## config.mk

```make
export PLATFORM = sky130hd
export DESIGN_NAME = tone_seq
export DESIGN_NICKNAME = d
export VERILOG_FILES = /design/src/rtl/tone_seq_pkg.sv /design/src/rtl/tone_seq_div.sv /design/src/rtl/tone_seq.sv
export SDC_FILE = /design/constraint.sdc
export NUM_CORES = 1
export LEC_CHECK = 0
export ABC_AREA = 1
export BUFFER_PORTS_ARGS = -buffer_cell sky130_fd_sc_hd__clkbuf_2
export CORE_MARGIN = 2
export CORE_UTILIZATION = 50
export CTS_CLUSTER_DIAMETER = 40
export DETAILED_ROUTE_END_ITERATION = 10
export PLACE_DENSITY = 0.79
export SYNTH_ARGS = -nofsm -noshare
export SYNTH_HDL_FRONTEND = slang
export SYNTH_SLANG_ARGS = --single-unit
```

## constraint.sdc

```tcl
create_clock -name clk -period 2.1 [get_ports clk]
set_input_delay 0.21 -clock clk [delete_from_list [all_inputs] [get_ports clk]]
set_output_delay 0.21 -clock clk [all_outputs]
set_load 0.02 [all_outputs]
```

## src/rtl/tone_seq_pkg.sv

```systemverilog
// rtl/tone_seq_pkg.sv - shared state encoding and default sizing for the tone sequencer
package tone_seq_pkg;

    typedef enum logic [1:0] {
        IDLE = 2'd0,
        LOAD = 2'd1,
        PLAY = 2'd2,
        DONE = 2'd3
    } state_e;

    localparam logic [3:0]  DEF_LAST_ADDR  = 4'd9;
    localparam logic [15:0] DEF_NOTE_TICKS = 16'd1000;

endpackage

```

## src/rtl/tone_seq_div.sv

```systemverilog
// rtl/tone_seq_div.sv - half-period counter and square-wave toggle (module tone_div)
//
// Ports:
//   clk  - rising-edge clock
//   rst  - synchronous active-high clear of div, half_cnt and tone
//   load - capture div, preload half_cnt = div-1, force tone low
//   div  - half-period length in cycles; 0 is a rest (tone held low)
//   en   - advance the half-period counter this cycle
//   tone - square-wave output, period 2*div cycles
module tone_div (
    input  logic       clk,
    input  logic       rst,
    input  logic       load,
    input  logic [7:0] div,
    input  logic       en,
    output logic       tone
);

    logic [7:0] div_q,  div_d;
    logic [7:0] half_q, half_d;
    logic       tone_q, tone_d;

    always_comb begin
        div_d  = div_q;
        half_d = half_q;
        tone_d = tone_q;
        if (rst) begin
            div_d  = 8'd0;
            half_d = 8'd0;
            tone_d = 1'b0;
        end else if (load) begin
            div_d  = div;
            half_d = div - 8'd1;
            tone_d = 1'b0;
        end else if (en) begin
            if (div_q == 8'd0) begin
                tone_d = 1'b0;
            end else if (half_q == 8'd0) begin
                tone_d = ~tone_q;
                half_d = div_q - 8'd1;
            end else begin
                half_d = half_q - 8'd1;
            end
        end
    end

    always_ff @(posedge clk) begin
        div_q  <= div_d;
        half_q <= half_d;
        tone_q <= tone_d;
    end

    assign tone = tone_q;

endmodule

```

## src/rtl/tone_seq.sv

```systemverilog
// rtl/tone_seq.sv - note-table sequencer: plays LAST_ADDR+1 notes of NOTE_TICKS cycles each
//
// Ports:
//   clk      - rising-edge clock
//   rst      - synchronous active-high reset, highest priority
//   start    - single-cycle playback request, honoured only in IDLE
//   stop     - abort to IDLE, wins over start
//   db_entry - half-period divider read from the note table at addr (0 = rest)
//   addr     - registered note-table address
//   tone     - square-wave audio output
//   busy     - high in LOAD and PLAY
//   done     - one-cycle pulse when the final note ends
//
// Build option: define TONE_SEQ_LOOP_EN to wrap from the last note back to
// address 0 instead of finishing; playback then runs until stop or rst.
module tone_seq
    import tone_seq_pkg::*;
#(
    parameter logic [15:0] NOTE_TICKS = DEF_NOTE_TICKS,
    parameter logic [3:0]  LAST_ADDR  = DEF_LAST_ADDR
) (
    input  logic       clk,
    input  logic       rst,
    input  logic       start,
    input  logic       stop,
    input  logic [7:0] db_entry,
    output logic [3:0] addr,
    output logic       tone,
    output logic       busy,
    output logic       done
);

    state_e      state_q, state_d;
    logic [3:0]  addr_q,  addr_d;
    logic [15:0] dur_q,   dur_d;
    logic        div_load;
    logic        div_en;
    logic        div_rst;

    always_comb begin
        state_d  = state_q;
        addr_d   = addr_q;
        dur_d    = dur_q;
        div_load = 1'b0;
        div_en   = 1'b0;
        if (rst || stop) begin
            state_d = IDLE;
            addr_d  = 4'd0;
            dur_d   = 16'd0;
        end else begin
            case (state_q)
                IDLE: begin
                    addr_d = 4'd0;
                    if (start) begin
                        state_d = LOAD;
                    end
                end
                LOAD: begin
                    div_load = 1'b1;
                    dur_d    = NOTE_TICKS - 16'd1;
                    state_d  = PLAY;
                end
                PLAY: begin
                    div_en = 1'b1;
                    if (dur_q == 16'd0) begin
                        if (addr_q == LAST_ADDR) begin
                            addr_d = 4'd0;
`ifdef TONE_SEQ_LOOP_EN
                            state_d = LOAD;
`else
                            state_d = DONE;
`endif
                        end else begin
                            addr_d  = addr_q + 4'd1;
                            state_d = LOAD;
                        end
                    end else begin
                        dur_d = dur_q - 16'd1;
                    end
                end
                DONE: begin
                    addr_d  = 4'd0;
                    state_d = IDLE;
                end
                default: begin
                    state_d = IDLE;
                    addr_d  = 4'd0;
                end
            endcase
        end
    end

    // Clearing the divider whenever we land in IDLE or DONE keeps tone low
    // there and covers stop/rst without extra paths into the sub-block.
    assign div_rst = rst || (state_d == IDLE) || (state_d == DONE);

    always_ff @(posedge clk) begin
        if (rst) begin
            state_q <= IDLE;
            addr_q  <= 4'd0;
            dur_q   <= 16'd0;
        end else begin
            state_q <= state_d;
            addr_q  <= addr_d;
            dur_q   <= dur_d;
        end
    end

    tone_div u_div (
        .clk  (clk),
        .rst  (div_rst),
        .load (div_load),
        .div  (db_entry),
        .en   (div_en),
        .tone (tone)
    );

    assign addr = addr_q;
    assign busy = (state_q == LOAD) || (state_q == PLAY);
    assign done = (state_q == DONE);

endmodule

```

==> metrics.md <==
| Metric | Value |
|---|---|
| Synth Warn # | 0 |
| Layout cells sized above 1 | a little under a quarter |
| Clock Skews | between 0.01 and 0.015 ns |
| Sequential share of the synthesized area | a little under a third |
| Max clock buf depth | 2 |
| Post-synth EDFFs | 0 |
| Number of synthesized register bits | 39 |
| Main area contributors after synthesis | dfxtp_1 32%, nand2_1 12%, nor2_1 7.1%, inv_1 5.9%, a21oi_1 5.3% |
| Crit path time final | slightly below 2 ns |
| Clock slew at reported path FFs | approximately 0.09 ns |
| Starting Density | between 50 and 60% |
| CP Class | flip-flop to flip-flop |
| Post-Synthesis Cells | between 300 and 400 |
| Buf/Inv on CP | 2 |
| Normalized max-slew margin | roughly 73% |
| Post-CTS Hold Buffers | 0 |
| NumNets Final | 410 |
| Clk Latency, worst-skew pair | around 0.30 ns |
| Unique masters post-synth | 39 |
| Avg WL per Cell | about 13 µm |
| Hold slack final | slightly below 0.2 ns |
| IO buf count | 18 |
| Beginning of the critical path | dur_q[0]$_SDFFE_PP0P_ |
| Maximum vdd drop | approximately 0.32 mV |
| Cell Area, Synth | approximately 2500 µm² |
| Final Hold Fails | 0 |
| Yosys top cell by area | dfxtp_1 |
| Commonest non-fill, non-tap cell in the layout | nand2_1 |
| H-tree levels | 2 |
| Ys flop type | dfxtp_1 |
| Async set-or-reset flop fraction in the synthesized netlist | 0% |
| Setup Total Neg Slack | 0 ns |
| Largest net degree at the start of global routing | 15 |
| PwrDens | approximately 650 nW/µm² |
| Area grow syn2layout | 12.8% |
| Worst path max stage delay | about 0.34 ns |
| Row count | 25 |
| Final instance area | ~2800 µm² |
| Number of global-route vias before repair | 2165 |
| Drt first pass iters | 4 |
| Crit-path max FO | 14 |
| Syn_nets | 383 |
| Worst Hold Launch | db_entry[5] |
| Crit Reg-Reg Startpoint | dur_q[0]$_SDFFE_PP0P_ |
| CP dominant cell by count | nand3_2 |
| Commonest non-fill, non-tap cells in the layout | 77 x nand2_1, 45 x nor2_1, 39 x inv_1, 37 x dfxtp_1, 25 x a21oi_1 |
| Leak Pwr | about 1.3 nW |
| Setup WS pre-CTS | 0.0245 ns |
| GRT overflow | 0 |
| CTS Buf Count | 5 |
| Class of the worst hold path | input pin to flip-flop |
| # DRC | 0 |
| Post-DP HPWL | 4150 µm |
| First-pass GRT wire length | between 9000 and 10000 µm |
| Core footprint | between 4000 and 5000 µm² |
| Die area | between 5000 and 6000 µm² |
| Final WS setup | between 0.1 and 0.15 ns |
| Mapped Avg Cell Area | roughly 6.8 µm² |
| Max Slew Vio Count | 0 |
| Die height | approximately 74 µm |
| Critical path launch point type | flip-flop |
| First DRT Iteration DRCs | around 180 |
| Max_cap viols | 0 |
| Endpoint class of the critical path | flip-flop |
| FMAX | about 0.51 GHz |
| I/O Pins | 19 |
| CP Data Arrival Time | ~2.1 ns |
| GRT Total Usage | 21.7% |
| Routed Antenna Nets | 0 |
| Routability Congestion | ~0.87 |
| Share of the synthesized area in the top cell type | a little under a third |
| Final setup violating endpoints | 0 |
| Root Buffer | clkbuf_8 |
| CP top delay family | simple AND/OR/NAND/NOR gates |
| Slowest-stage cell, CP | dfxtp_1 |
| WL final | about 5700 µm |
| CTS tree | built |
| Initial antenna violation count | 0 |
| Clock tree sinks | 39 |
| Worst Tran Pin Value | a little over 0.4 ns |
| Fin crit share | around 94% |
| Placed inst area | approximately 2700 µm² |
| Die Width | between 70 and 80 µm |
| Required @ worst endpoint | approximately 2.3 ns |
| CP cell instances | inv_1, ha_1, nand2_2, nor2_4, nand3_2, nand2_1, nand3_2, clkinv_1, nand3_2, nand2_4, a21oi_1 |
| Via count | about 2400 |
| Vias per cell | between 5 and 6 |
| Diode count | 0 |
| Status | finished clean |
-- path summary, 6_finish.rpt --
| path | endpoint | slack [ns] | cells past startpoint |
|---|---|---|---|
| hold / removal | u_div.div_q[5]$_SDFFE_PP0P_ | 0.19 | 3 |
| setup / recovery | u_div.div_q[2]$_SDFFE_PP0P_ | 0.13 | 11 |
| hold reg to reg | dur_q[4]$_SDFFE_PP0P_ | 0.50 | 1 |
| setup reg to reg | u_div.div_q[2]$_SDFFE_PP0P_ | 0.13 | 11 |
-- layer usage --
metal	GRT usage, %	vias to the layer above	share of wire, %
met1	28.0	1082	47
met4	7.54	0	1.6
met3	4.07	10	5.1
li1	-	1224	-
met2	36.2	67	46
met5	0	-	0
-- worst register-to-register path, cell delays in order, from the launching register on --
cell      delay (ns)
dfxtp_1         0.34
inv_1           0.11
ha_1            0.24
nand2_2         0.11
nor2_4          0.16
nand3_2         0.11
nand2_1         0.09
nand3_2         0.11
clkinv_1        0.09
nand3_2         0.14
nand2_4         0.27
a21oi_1         0.07
-- sequential cells by signal, indices dropped and copies added (netlist names) --
| signal | flops |
|---|---|
| dur_q | 16 |
| u_div.half_q | 8 |
| u_div.tone | 1 |
| state_q | 2 |
| u_div.div_q | 8 |
| addr | 4 |
-- per-stage QoR --
step | instances | utilization, % | power (W)
3_3_place_gp | 449 | 55.8 | 0.00114
4_1_cts | 457 | 58.3 | 0.00181
3_5_place_dp | 449 | 55.8 | 0.00114
5_1_grt | 458 | 58.8 | 0.00189
6_report | 458 | 58.8 | 0.00181
2_1_floorplan | 363 | - | 0.00108
-- synth_stat cells (2+ instances only) --
cell type,count
a31oi_1,2
a21oi_2,7
nand3_2,5
nand3_1,23
buf_6,3
dfxtp_1,39
xor2_1,5
and3_1,2
a21boi_0,3
nor2_4,4
nand4_1,2
a21oi_1,26
buf_4,2
inv_2,2
ha_1,8
o21ai_1,3
nor3_1,8
inv_1,39
nand2_1,78
nor2_2,12
buf_2,3
xnor2_1,2
nand2_4,2
nand2_2,9
o21ai_0,14
nor2_1,47
-- final cells by class --
cell class | instances | area [µm²]
fill | 450 | 1960
multi-input combinational | 272 | 1470
sequential | 39 | 783
timing repair buffer | 30 | 180
inverter | 42 | 158
tap | 67 | 83.8
clock buffer | 5 | 68.8
clock inverter | 3 | 47.5
-- cell families after synthesis --
logic type	count (synthesis)	synth area share (%)
compound gates	61	14.9
xor+xnor	7	2.47
fa+ha+maj	8	4.04
buf+inv	52	9.70
flops	39	31.5
simple gates	196	37.4
-- where the power goes --
| part | internal (W) | switching (W) | leakage [nW] |
|---|---|---|---|
| registers | 0.000756 | 0.0000178 | 0.316 |
| clock network | 0.000361 | 0.000304 | 0.0587 |
| logic | 0.000132 | 0.000244 | 0.912 |
-- timing repair --
action                     CTS  global route
pin swaps                    0             1
resized for setup            1             7
setup endpoints to repair    1            18
buffers inserted             0             1
Note: power is estimated with default switching activity, not from simulation.
